### src/rtl/bp_resolve_queue_pkg.sv
// rtl/bp_resolve_queue_pkg.sv - shared types and helpers for the branch resolve queue
// Entry layout and redirect arithmetic used by both the queue and its buffer.
package bp_resolve_queue_pkg;

    typedef logic [31:0] rv32i_word;

    typedef struct packed {
        rv32i_word pc;
        logic      pred;
    } bp_entry_t;

    localparam rv32i_word BP_PC_INC = 32'd4;

    // Correct next PC once the real direction is known; fall-through wraps at 2^32.
    function automatic rv32i_word bp_redirect_pc(input bp_entry_t entry,
                                                 input logic      taken,
                                                 input rv32i_word target);
        return taken ? target : entry.pc + BP_PC_INC;
    endfunction

endpackage

### src/rtl/bp_resolve_queue_if.sv
// rtl/bp_resolve_queue_if.sv - fetch/execute/predictor signal bundle for the resolve queue
// The pipeline side is the master; the queue itself is the slave.
interface bp_resolve_queue_if
    import bp_resolve_queue_pkg::*;
#(
    parameter int DEPTH = 4,
    parameter int CW    = 32
);

    logic                     stall;
    logic                     push;
    rv32i_word                push_pc;
    logic                     push_pred;
    logic                     resolve;
    logic                     resolve_taken;
    rv32i_word                resolve_target;

    logic                     upd_en;
    rv32i_word                upd_addr;
    logic                     upd_taken;
    logic                     mispredict;
    rv32i_word                redirect_pc;
    logic [$clog2(DEPTH):0]   count;
    logic                     full;
    logic                     empty;
    logic                     overflow;
    logic                     underflow;
    logic [CW-1:0]            correct_cnt;
    logic [CW-1:0]            mispred_cnt;

    modport master (
        output stall, push, push_pc, push_pred, resolve, resolve_taken, resolve_target,
        input  upd_en, upd_addr, upd_taken, mispredict, redirect_pc,
        input  count, full, empty, overflow, underflow, correct_cnt, mispred_cnt
    );

    modport slave (
        input  stall, push, push_pc, push_pred, resolve, resolve_taken, resolve_target,
        output upd_en, upd_addr, upd_taken, mispredict, redirect_pc,
        output count, full, empty, overflow, underflow, correct_cnt, mispred_cnt
    );

endinterface

### src/rtl/bp_resolve_queue_fifo.sv
// rtl/bp_resolve_queue_fifo.sv - DEPTH-entry circular buffer of in-flight predictions
// Flush collapses head onto tail and outranks any push or pop in the same cycle.
module bp_resolve_queue_fifo
    import bp_resolve_queue_pkg::*;
#(
    parameter int DEPTH = 4
) (
    input  logic                   clk,
    input  logic                   rst,
    input  logic                   i_push,
    input  logic                   i_pop,
    input  logic                   i_flush,
    input  bp_entry_t              i_wdata,
    output bp_entry_t              o_rdata,
    output logic [$clog2(DEPTH):0] o_count,
    output logic                   o_full,
    output logic                   o_empty
);

    localparam int AW = $clog2(DEPTH);

    bp_entry_t       r_mem [DEPTH];
    logic [AW-1:0]   r_head;
    logic [AW-1:0]   r_tail;
    logic [AW:0]     r_count;

    logic            w_do_pop;
    logic            w_do_push;

    assign o_full    = (r_count == (AW+1)'(DEPTH));
    assign o_empty   = (r_count == '0);
    assign o_count   = r_count;
    assign o_rdata   = r_mem[r_head];

    // A pop frees the slot a simultaneous push needs when the buffer is full.
    assign w_do_pop  = i_pop & ~o_empty & ~i_flush;
    assign w_do_push = i_push & (~o_full | w_do_pop) & ~i_flush;

    always_ff @(posedge clk) begin
        if (rst) begin
            r_head  <= '0;
            r_tail  <= '0;
            r_count <= '0;
        end else if (i_flush) begin
            r_head  <= r_tail;
            r_count <= '0;
        end else begin
            if (w_do_push) begin
                r_tail <= r_tail + AW'(1);
            end
            if (w_do_pop) begin
                r_head <= r_head + AW'(1);
            end
            unique case ({w_do_push, w_do_pop})
                2'b10:   r_count <= r_count + (AW+1)'(1);
                2'b01:   r_count <= r_count - (AW+1)'(1);
                default: r_count <= r_count;
            endcase
        end
    end

    always_ff @(posedge clk) begin
        if (!rst && w_do_push) begin
            r_mem[r_tail] <= i_wdata;
        end
    end

endmodule

### src/rtl/bp_resolve_queue.sv
// rtl/bp_resolve_queue.sv - matches fetch predictions to execute outcomes
// Drives predictor training, mispredict redirect, error pulses and accuracy counters.
module bp_resolve_queue
    import bp_resolve_queue_pkg::*;
#(
    parameter int DEPTH = 4,
    parameter int CW    = 32
) (
    input  logic                 clk,
    input  logic                 rst,
    bp_resolve_queue_if.slave    bus
);

    localparam int CNTW = $clog2(DEPTH) + 1;

    bp_entry_t         w_head;
    bp_entry_t         w_push_entry;
    logic [CNTW-1:0]   w_count;
    logic              w_full;
    logic              w_empty;
    logic              w_eff_resolve;
    logic              w_flush_now;
    logic              w_eff_push;
    logic              w_overflow_now;
    logic              w_underflow_now;

    logic              r_upd_en;
    rv32i_word         r_upd_addr;
    logic              r_upd_taken;
    logic              r_mispredict;
    rv32i_word         r_redirect_pc;
    logic              r_overflow;
    logic              r_underflow;
    logic [CW-1:0]     r_correct_cnt;
    logic [CW-1:0]     r_mispred_cnt;

    assign w_push_entry    = '{pc: bus.push_pc, pred: bus.push_pred};

    assign w_eff_resolve   = bus.resolve & ~bus.stall & ~w_empty;
    assign w_flush_now     = w_eff_resolve & (w_head.pred != bus.resolve_taken);
    // A push in the mispredicting cycle is younger than the bad branch, so it dies too.
    assign w_eff_push      = bus.push & ~bus.stall & (~w_full | w_eff_resolve) & ~w_flush_now;
    assign w_overflow_now  = bus.push & ~bus.stall & w_full & ~w_eff_resolve;
    assign w_underflow_now = bus.resolve & ~bus.stall & w_empty;

    bp_resolve_queue_fifo #(
        .DEPTH (DEPTH)
    ) u_fifo (
        .clk     (clk),
        .rst     (rst),
        .i_push  (w_eff_push),
        .i_pop   (w_eff_resolve),
        .i_flush (w_flush_now),
        .i_wdata (w_push_entry),
        .o_rdata (w_head),
        .o_count (w_count),
        .o_full  (w_full),
        .o_empty (w_empty)
    );

    always_ff @(posedge clk) begin
        if (rst) begin
            r_upd_en      <= 1'b0;
            r_upd_addr    <= '0;
            r_upd_taken   <= 1'b0;
            r_mispredict  <= 1'b0;
            r_redirect_pc <= '0;
            r_overflow    <= 1'b0;
            r_underflow   <= 1'b0;
        end else begin
            r_upd_en      <= w_eff_resolve;
            r_upd_addr    <= w_eff_resolve ? w_head.pc : '0;
            r_upd_taken   <= w_eff_resolve & bus.resolve_taken;
            r_mispredict  <= w_flush_now;
            r_redirect_pc <= w_eff_resolve ?
                             bp_redirect_pc(w_head, bus.resolve_taken, bus.resolve_target) : '0;
            r_overflow    <= w_overflow_now;
            r_underflow   <= w_underflow_now;
        end
    end

    always_ff @(posedge clk) begin
        if (rst) begin
            r_correct_cnt <= '0;
            r_mispred_cnt <= '0;
        end else if (w_eff_resolve) begin
            if (w_flush_now) begin
                r_mispred_cnt <= r_mispred_cnt + CW'(1);
            end else begin
                r_correct_cnt <= r_correct_cnt + CW'(1);
            end
        end
    end

    assign bus.upd_en      = r_upd_en;
    assign bus.upd_addr    = r_upd_addr;
    assign bus.upd_taken   = r_upd_taken;
    assign bus.mispredict  = r_mispredict;
    assign bus.redirect_pc = r_redirect_pc;
    assign bus.count       = w_count;
    assign bus.full        = w_full;
    assign bus.empty       = w_empty;
    assign bus.overflow    = r_overflow;
    assign bus.underflow   = r_underflow;
    assign bus.correct_cnt = r_correct_cnt;
    assign bus.mispred_cnt = r_mispred_cnt;

endmodule

### src/flat_wrapper.sv
// flat-port wrapper written by rule: the top's interface ports become plain ports
module bp_resolve_queue_flat import bp_resolve_queue_pkg::*;
#(
    parameter int DEPTH = 4,
    parameter int CW    = 32
)
  (clk, rst, bus_stall, bus_push, bus_push_pc, bus_push_pred, bus_resolve, bus_resolve_taken, bus_resolve_target, bus_upd_en, bus_upd_addr, bus_upd_taken, bus_mispredict, bus_redirect_pc, bus_count, bus_full, bus_empty, bus_overflow, bus_underflow, bus_correct_cnt, bus_mispred_cnt);
  bp_resolve_queue_if #(.DEPTH(DEPTH), .CW(CW)) bus_i ();
  input  logic clk;
  input  logic rst;
  input wire logic [$bits(bus_i.stall)-1:0] bus_stall;
  input wire logic [$bits(bus_i.push)-1:0] bus_push;
  input wire logic [$bits(bus_i.push_pc)-1:0] bus_push_pc;
  input wire logic [$bits(bus_i.push_pred)-1:0] bus_push_pred;
  input wire logic [$bits(bus_i.resolve)-1:0] bus_resolve;
  input wire logic [$bits(bus_i.resolve_taken)-1:0] bus_resolve_taken;
  input wire logic [$bits(bus_i.resolve_target)-1:0] bus_resolve_target;
  output wire logic [$bits(bus_i.upd_en)-1:0] bus_upd_en;
  output wire logic [$bits(bus_i.upd_addr)-1:0] bus_upd_addr;
  output wire logic [$bits(bus_i.upd_taken)-1:0] bus_upd_taken;
  output wire logic [$bits(bus_i.mispredict)-1:0] bus_mispredict;
  output wire logic [$bits(bus_i.redirect_pc)-1:0] bus_redirect_pc;
  output wire logic [$bits(bus_i.count)-1:0] bus_count;
  output wire logic [$bits(bus_i.full)-1:0] bus_full;
  output wire logic [$bits(bus_i.empty)-1:0] bus_empty;
  output wire logic [$bits(bus_i.overflow)-1:0] bus_overflow;
  output wire logic [$bits(bus_i.underflow)-1:0] bus_underflow;
  output wire logic [$bits(bus_i.correct_cnt)-1:0] bus_correct_cnt;
  output wire logic [$bits(bus_i.mispred_cnt)-1:0] bus_mispred_cnt;
  assign bus_i.stall = bus_stall;
  assign bus_i.push = bus_push;
  assign bus_i.push_pc = bus_push_pc;
  assign bus_i.push_pred = bus_push_pred;
  assign bus_i.resolve = bus_resolve;
  assign bus_i.resolve_taken = bus_resolve_taken;
  assign bus_i.resolve_target = bus_resolve_target;
  assign bus_upd_en = bus_i.upd_en;
  assign bus_upd_addr = bus_i.upd_addr;
  assign bus_upd_taken = bus_i.upd_taken;
  assign bus_mispredict = bus_i.mispredict;
  assign bus_redirect_pc = bus_i.redirect_pc;
  assign bus_count = bus_i.count;
  assign bus_full = bus_i.full;
  assign bus_empty = bus_i.empty;
  assign bus_overflow = bus_i.overflow;
  assign bus_underflow = bus_i.underflow;
  assign bus_correct_cnt = bus_i.correct_cnt;
  assign bus_mispred_cnt = bus_i.mispred_cnt;
  bp_resolve_queue #(.DEPTH(DEPTH), .CW(CW)) u_core (.clk(clk), .rst(rst), .bus(bus_i));
endmodule
### config.mk
export PLATFORM = sky130hd
export DESIGN_NAME = bp_resolve_queue_flat
export DESIGN_NICKNAME = d
export VERILOG_FILES = /design/src/rtl/bp_resolve_queue_pkg.sv /design/src/rtl/bp_resolve_queue_if.sv /design/src/rtl/bp_resolve_queue_fifo.sv /design/src/rtl/bp_resolve_queue.sv /design/src/flat_wrapper.sv
export SDC_FILE = /design/constraint.sdc
export NUM_CORES = 1
export LEC_CHECK = 0
export CORE_MARGIN = 2
export CORE_UTILIZATION = 47
export DETAILED_ROUTE_END_ITERATION = 10
export GPL_TIMING_DRIVEN = 0
export PLACE_DENSITY = 0.75
export SKIP_CTS_REPAIR_TIMING = 1
export SLEW_MARGIN = 15
export SYNTH_ARGS = -nofsm -noshare
export SYNTH_HDL_FRONTEND = slang
export SYNTH_HIERARCHICAL = 1
export SYNTH_SLANG_ARGS = --single-unit
### constraint.sdc
create_clock -name clk -period 5 [get_ports clk]
set_input_delay 0.75 -clock clk [delete_from_list [all_inputs] [get_ports clk]]
set_output_delay 0.75 -clock clk [all_outputs]
set_load 0.005 [all_outputs]
==> results of run 1 <==
## synth_stat cells (all sizes together), types with 21 or more instances
master,instances,area [um^2]
a21oi,53,265
and2,30,188
clkbuf,46,173
dfxtp,142,2840
edfxtp,132,3960
inv,21,78.8
mux4,33,743
nand2,38,143
nand3,32,160
nand4,31,194
nor2,50,188
o21ai,39,195
o31ai,28,210
or4,34,255
## power groups by stage
stage	Combinational (uW)	Clock [uW]	Sequential, uW
3_3_place_gp	289	0	2440
4_1_cts	301	2170	2390
6_report	303	2140	2390
2_1_floorplan	140	0	2440
3_5_place_dp	298	0	2440
5_1_grt	326	2270	2390
## state kept, by name (all words and copies together), names as in the netlist, 2 cells and up, named ones only
name	count
u_core/bus.correct_cnt	32
u_core/bus.mispred_cnt	32
u_core/bus.redirect_pc	32
u_core/bus.upd_addr	32
u_core/u_fifo/o_count	3
u_core/u_fifo/r_head	2
u_core/u_fifo/r_mem	132
u_core/u_fifo/r_tail	2
## final timing paths
check | end | start | slack [ps] | depth (start not counted)
setup reg to reg | u_core/u_fifo/o_count[2]$_SDFFE_PP0P_ | register | 440 | 15
setup / recovery | u_core/u_fifo/o_count[2]$_SDFFE_PP0P_ | register | 440 | 15
hold reg to reg | u_core/bus.correct_cnt[30]$_SDFFE_PP0P_ | u_core/bus.correct_cnt[30]$_SDFFE_PP0P_ | 500 | 2
hold / removal | u_core/bus.correct_cnt[30]$_SDFFE_PP0P_ | u_core/bus.correct_cnt[30]$_SDFFE_PP0P_ | 500 | 2
## cells in the final DEF (no fill, tap or decap), types with 4 or more instances in the layout
cell type        instances
a211oi_1                 5
nor2b_1                 15
mux2i_1                  5
nand3_1                 32
buf_6                    5
and2_1                  30
o21ai_0                 39
clkdlybuf4s50_1        208
a21oi_1                 53
mux2_2                  16
clkbuf_16               28
edfxtp_1               132
nand2_1                 38
nand4_1                 31
clkinv_2                11
buf_4                   10
buf_2                    5
nor2_1                  50
o31ai_1                 28
or3_1                   19
nor3b_2                  4
nor4_1                  17
bufinv_16                4
nor3_1                  18
clkbuf_1                45
inv_1                   20
a31oi_1                 10
ha_1                     8
xnor2_1                 19
dfxtp_1                142
or4_1                   34
xor2_1                  13
mux4_2                  33
and4_1                  14
## final cells by class
type                       count  area (um^2)
sequential                   274         6810
fill                        1798         8640
multi-input combinational    558         4090
tap                          319          399
clock buffer                  30          728
antenna                        2         5.00
timing repair buffer         222         2200
clock inverter                22          231
buffer                        54          218
inverter                      22         82.6
## metrics by stage
stage | util (%) | cells | TNS (ps) | total power [uW] | worst slack (ps)
final | 63.1 | 1503 | 0 | 4830 | 438
after global routing | 63.1 | 1502 | 0 | 4980 | 110
after CTS | 63.0 | 1501 | 0 | 4870 | 57.0
after detailed placement | 58.9 | 1449 | 0 | 2740 | 112
after global placement | 58.3 | 1435 | -353270 | 2730 | -2770
after floorplan | - | 908 | -40130 | 2580 | -312
## cell families (layout without fill, tap and decap cells)
logic type | after synthesis | in the layout
AOI/OAI and AO/OA | 142 | 142
xor gates and xnor gates | 33 | 33
adders and majority gates | 9 | 9
buffers and inverters | 76 | 350
DFF | 274 | 274
muxes | 55 | 55
other | 0 | 2
and+or+nand+nor | 319 | 319
## layer usage
layer / track usage [%] / vias to the layer above
met4: 8.41 / 2
met1: 30.6 / 4145
met2: 39.7 / 395
li1: - / 3958
met3: 4.49 / 69
met5: 0 / -
## critical path, cell delays in order, from the launching register on
cell and delay [ps]:
dfxtp_1 310, buf_2 220, buf_2 410, mux4_2 630, xor2_2 340, nand2_1 230, inv_1 150, clkbuf_1 320
and3b_4 280, inv_1 190, ha_1 230, inv_1 60, fa_1 370, xor2_1 160, or3_1 320, a211oi_1 230
==> summary.txt, run 1 <==
Status
  • Status: finished clean

Power
  • Sequential power share: 49.5%
  • Leak pwr: 0.00478 uW
  • Clock Power Share: 44.2%
  • Sw frac: 21.7%
  • Comb pwr share: 6.3%
  • Worst VDD drop: 323 uV
  • Power per cell area: 327 nW/um^2
  • Int Power: 3780 uW
  • Sw power: 1050 uW

Clock tree
  • TritonCTS Buffers: 28
  • Num Clock Sinks: 274
  • CTS H-tree lvls: 1
  • CTS root buf: clkbuf_16
  • Clock transition at path regs: 60 ps
  • CTS tree: yes
  • Clock Latency Late Sink: 540 ps
  • CTS max path bufs: 3

Drt
  • WL met3: 2240 um
  • M1 WL: 12100 um
  • Top sig layer: met5
  • Drc violations: 0
  • First-pass DRT Iterations: 6
  • Avg WL per Cell: 19.9 um
  • Post-route ant nets: 0
  • Iteration-0 DRC count of the detailed router: 805
  • Via/cell ratio: 5.70
  • Vias: 8569
  • Met2 routed WL: 14500 um
  • DRT Wirelength: 29900 um

Die
  • Cell Rows: 56
  • Die width: 158 um
  • Core ar.: 23400 um^2
  • Die area: 25000 um^2
  • Die Ht: 158 um
  • Initial core utilization: 47.7%
  • Boundary Pins: 209

Yosys
  • Yosys Warn Count: 6
  • Synth Register Bits: 274
  • Largest family of logic cells by synthesized area: simple AND/OR/NAND/NOR gates
  • Yosys cell types: 48
  • Synth Area in Compound Gates: 7.42%
  • Post-synthesis adder-cell area fraction: 1.08%
  • Synth Net Count: 988
  • Mux share of post-synthesis cell area: 8.85%
  • Ys flop type: dfxtp_1
  • XOR/XNOR Fraction of Synth Area: 2.59%
  • Simple-gate share of the synthesized area: 16.4%
  • Sequential area share after synthesis: 61.0%
  • Mean Syn Cell Area: 12.3 um^2
  • Gate Count Post-Synth: 908
  • Post-synth EDFFs: 132
  • Synth Cell Area: 11200 um^2
  • Async set or reset register ratio after synthesis: 0%

Global route
  • Largest net degree at the start of global routing: 16
  • Gr ovfl total: 0
  • First-pass GRT wire length: 45600 um
  • Initial antenna violation count: 2
  • Number of global-route vias before repair: 8217
  • All-Layer GR Usage: 23.6%

Placement
  • Final HPWL DP: 21400 um
  • PortBufs: 208
  • Dpl cell area: 13800 um^2
  • Gpl congestion: 0.914

Timing
  • RSZ-0062 raised after global routing: false
  • Fmax: 0.219 GHz
  • Period utilisation layout: 91.2%
  • Hold slack: 505 ps
  • Final Hold Vio Count: 0
  • Worst Skew: 20.3 ps
  • Crit path time final: 4560 ps
  • # setup viols final: 0
  • Relative slew slack: 48.1%
  • Least-Margin Pin Slew: 776 ps
  • Final Max Slew Viols: 0

Setup path
  • Crit path max fanout: 10
  • Critical Path Start Type: register
  • CP required: 5450 ps
  • Crit path DAT: 5010 ps
  • CP endpoint kind: register
  • CP Class: reg -> reg

Finish
  • Fraction of layout cells with a size suffix above 1: 11.4%
  • Area grow syn2layout: 32.2%
  • Post-layout nets: 1240
  • Design area: 14800 um^2

Job
  • Max cap viols: 0

Worst hold path
  • HP Class: reg -> reg
No activity file was read; power rests on OpenSTA's default activity.
==> run 2: changes to the inputs <==
--- a/config.mk
+++ b/config.mk
@@ -5,11 +5,12 @@
 export SDC_FILE = /design/constraint.sdc
 export NUM_CORES = 1
 export LEC_CHECK = 0
+export ABC_AREA = 1
 export CORE_MARGIN = 2
-export CORE_UTILIZATION = 47
+export CORE_UTILIZATION = 48
 export DETAILED_ROUTE_END_ITERATION = 10
 export GPL_TIMING_DRIVEN = 0
-export PLACE_DENSITY = 0.75
+export PLACE_DENSITY = 0.76
 export SKIP_CTS_REPAIR_TIMING = 1
 export SLEW_MARGIN = 15
 export SYNTH_ARGS = -nofsm -noshare
==> summary.txt, run 2 <==
Status
  • Status: finished clean

Setup path
  • Critical Path Start Type: register
  • CP Class: reg -> reg
  • Crit path DAT: 3580 ps
  • Crit path max fanout: 18
  • CP endpoint kind: register
  • CP required: 5240 ps

Finish
  • Max FFs per register: 132
  • Post-layout nets: 1745
  • Fill cells: 2038
  • Fraction of layout cells with a size suffix above 1: 5.81%
  • Area grow syn2layout: 29.6%
  • Design area: 15400 um^2
  • Most frequent cells in the layout: 304 x nor2_1, 281 x nand2_1, 208 x clkdlybuf4s50_1
  • Commonest non-fill, non-tap cell in the layout: nor2_1
  • Reg with most FFs: u_core/u_fifo/r_mem
  • Finished Layout Cells: 2011

Placement
  • Dpl cell area: 14500 um^2
  • PortBufs: 208
  • Placed Cells: 1960
  • Final HPWL DP: 23500 um
  • Gpl congestion: 0.954

Timing
  • Worst Skew: 18.1 ps
  • Final Hold Vio Count: 0
  • Period utilisation layout: 66.9%
  • Fmax: 0.299 GHz
  • # setup viols final: 0
  • Least-Margin Pin Slew: 726 ps
  • Final Max Slew Viols: 0
  • Hold slack: 495 ps
  • RSZ-0062 raised after global routing: false
  • Crit path time final: 3340 ps
  • Relative slew slack: 51.3%

Clock tree
  • Clock Latency Late Sink: 540 ps
  • Clock transition at path regs: 60 ps
  • Num Clock Sinks: 274
  • CTS tree: yes
  • CTS H-tree lvls: 1
  • TritonCTS Buffers: 27
  • CTS root buf: clkbuf_16
  • CTS max path bufs: 3

Die
  • Cell Rows: 57
  • Die Ht: 161 um
  • Die width: 161 um
  • Boundary Pins: 209
  • Die area: 26100 um^2
  • Initial core utilization: 48.9%
  • Core ar.: 24300 um^2

Drt
  • Post-route ant nets: 0
  • Iteration-0 DRC count of the detailed router: 721
  • Drc violations: 0
  • First-pass DRT Iterations: 5
  • DRT Wirelength: 32300 um
  • Vias: 10400
  • Avg WL per Cell: 16.0 um
  • Via/cell ratio: 5.15

Yosys
  • Synth area leader: edfxtp_1
  • Synth Net Count: 1504
  • Async set or reset register ratio after synthesis: 0%
  • Post-synth top area share: 33.3%
  • Synth area leaders: edfxtp_1 33%, dfxtp_1 24%, nor2_1 9.7%
  • Ys flop type: dfxtp_1
  • Mean Syn Cell Area: 8.36 um^2
  • Commonest cells in the synthesized netlist: 308 x nor2_1, 281 x nand2_1, 172 x inv_1
  • Gate Count Post-Synth: 1424
  • Synth Cell Area: 11900 um^2
  • Yosys cell types: 38
  • Synth Register Bits: 274
  • Post-synth EDFFs: 132
  • Sequential area share after synthesis: 57.2%
  • Most numerous cell in the Yosys netlist: nor2_1
  • Yosys Warn Count: 6

Power
  • Power per cell area: 316 nW/um^2
  • Pwr Total: 4870 uW
  • Worst VDD drop: 268 uV
  • Leak pwr: 0.00599 uW

Global route
  • First-pass GRT wire length: 50200 um
  • Number of global-route vias before repair: 9712
  • All-Layer GR Usage: 24.2%
  • Largest net degree at the start of global routing: 25
  • Initial antenna violation count: 2
  • Gr ovfl total: 0

Job
  • Max cap viols: 0

Worst hold path
  • HP Class: reg -> reg
## run 2: area by class of cell
type,instances,area [um^2],share of cell area [%]
plain buffers,39,229,1.48
clock inverters,7,71.3,0.462
repair buffers,212,2170,14.1
clock buffers,43,848,5.50
well taps,324,405,2.63
inverters,178,668,4.33
flip-flops and latches,274,6810,44.1
multi-input cells,933,4230,27.4
diodes,1,2.50,0.0162
## run 2: cells by family after synthesis
family | synth area share, %
AOI/OAI and AO/OA | 8.53
xor gates and xnor gates | 0.883
adders and majority gates | 1.01
buffers and inverters | 7.54
DFF | 57.2
and+or+nand+nor | 24.9
## run 2: metal layers
layer / share of wire, % / track usage [%] / up-vias
met2: 47 / 41.6 / 434
li1: - / - / 5124
met4: 2.5 / 7.31 / 2
met3: 8.7 / 5.32 / 57
met1: 42 / 30.5 / 4736
met5: 0.034 / 0 / -
## run 2: where the power goes
| group | switching (uW) | total [uW] | leakage (uW) | internal [uW] |
|---|---|---|---|---|
| sequential | 14.6 | 2400 | 0.00234 | 2390 |
| combinational | 247 | 409 | 0.00320 | 162 |
| clock | 845 | 2060 | 0.000455 | 1210 |
## run 2: final timing paths
kind | cells past startpoint | to | from | slack [ps]
max | 14 | u_core/u_fifo/r_mem[0][20]$_DFFE_PP_ | register | 1660
min | 1 | u_core/bus.mispred_cnt[13]$_SDFFE_PP0P_ | u_core/bus.mispred_cnt[13]$_SDFFE_PP0P_ | 500
max reg2reg | 14 | u_core/u_fifo/r_mem[0][20]$_DFFE_PP_ | register | 1660
min reg2reg | 1 | u_core/bus.mispred_cnt[13]$_SDFFE_PP0P_ | u_core/bus.mispred_cnt[13]$_SDFFE_PP0P_ | 500
## run 2: through the flow
stage	utilization [%]	setup WS (ps)	TNS, ps
2_1_floorplan	-	1380	0
3_3_place_gp	59.2	-385	-43190
3_5_place_dp	59.7	1270	0
4_1_cts	63.4	1630	0
5_1_grt	63.4	1310	0
6_report	63.4	1660	0
## run 2: critical path, cell delays in order (launching register included)
cell     delay [ps]
dfxtp_1         480
buf_2           270
o21ai_0         110
o22ai_1         290
nand2_1         100
nand2_1         160
nor2_4          120
nor3b_1         200
inv_1            50
nor2_1          130
nand2_1         140
inv_1           100
nand2_2         140
nor2_4          510
buf_16          240
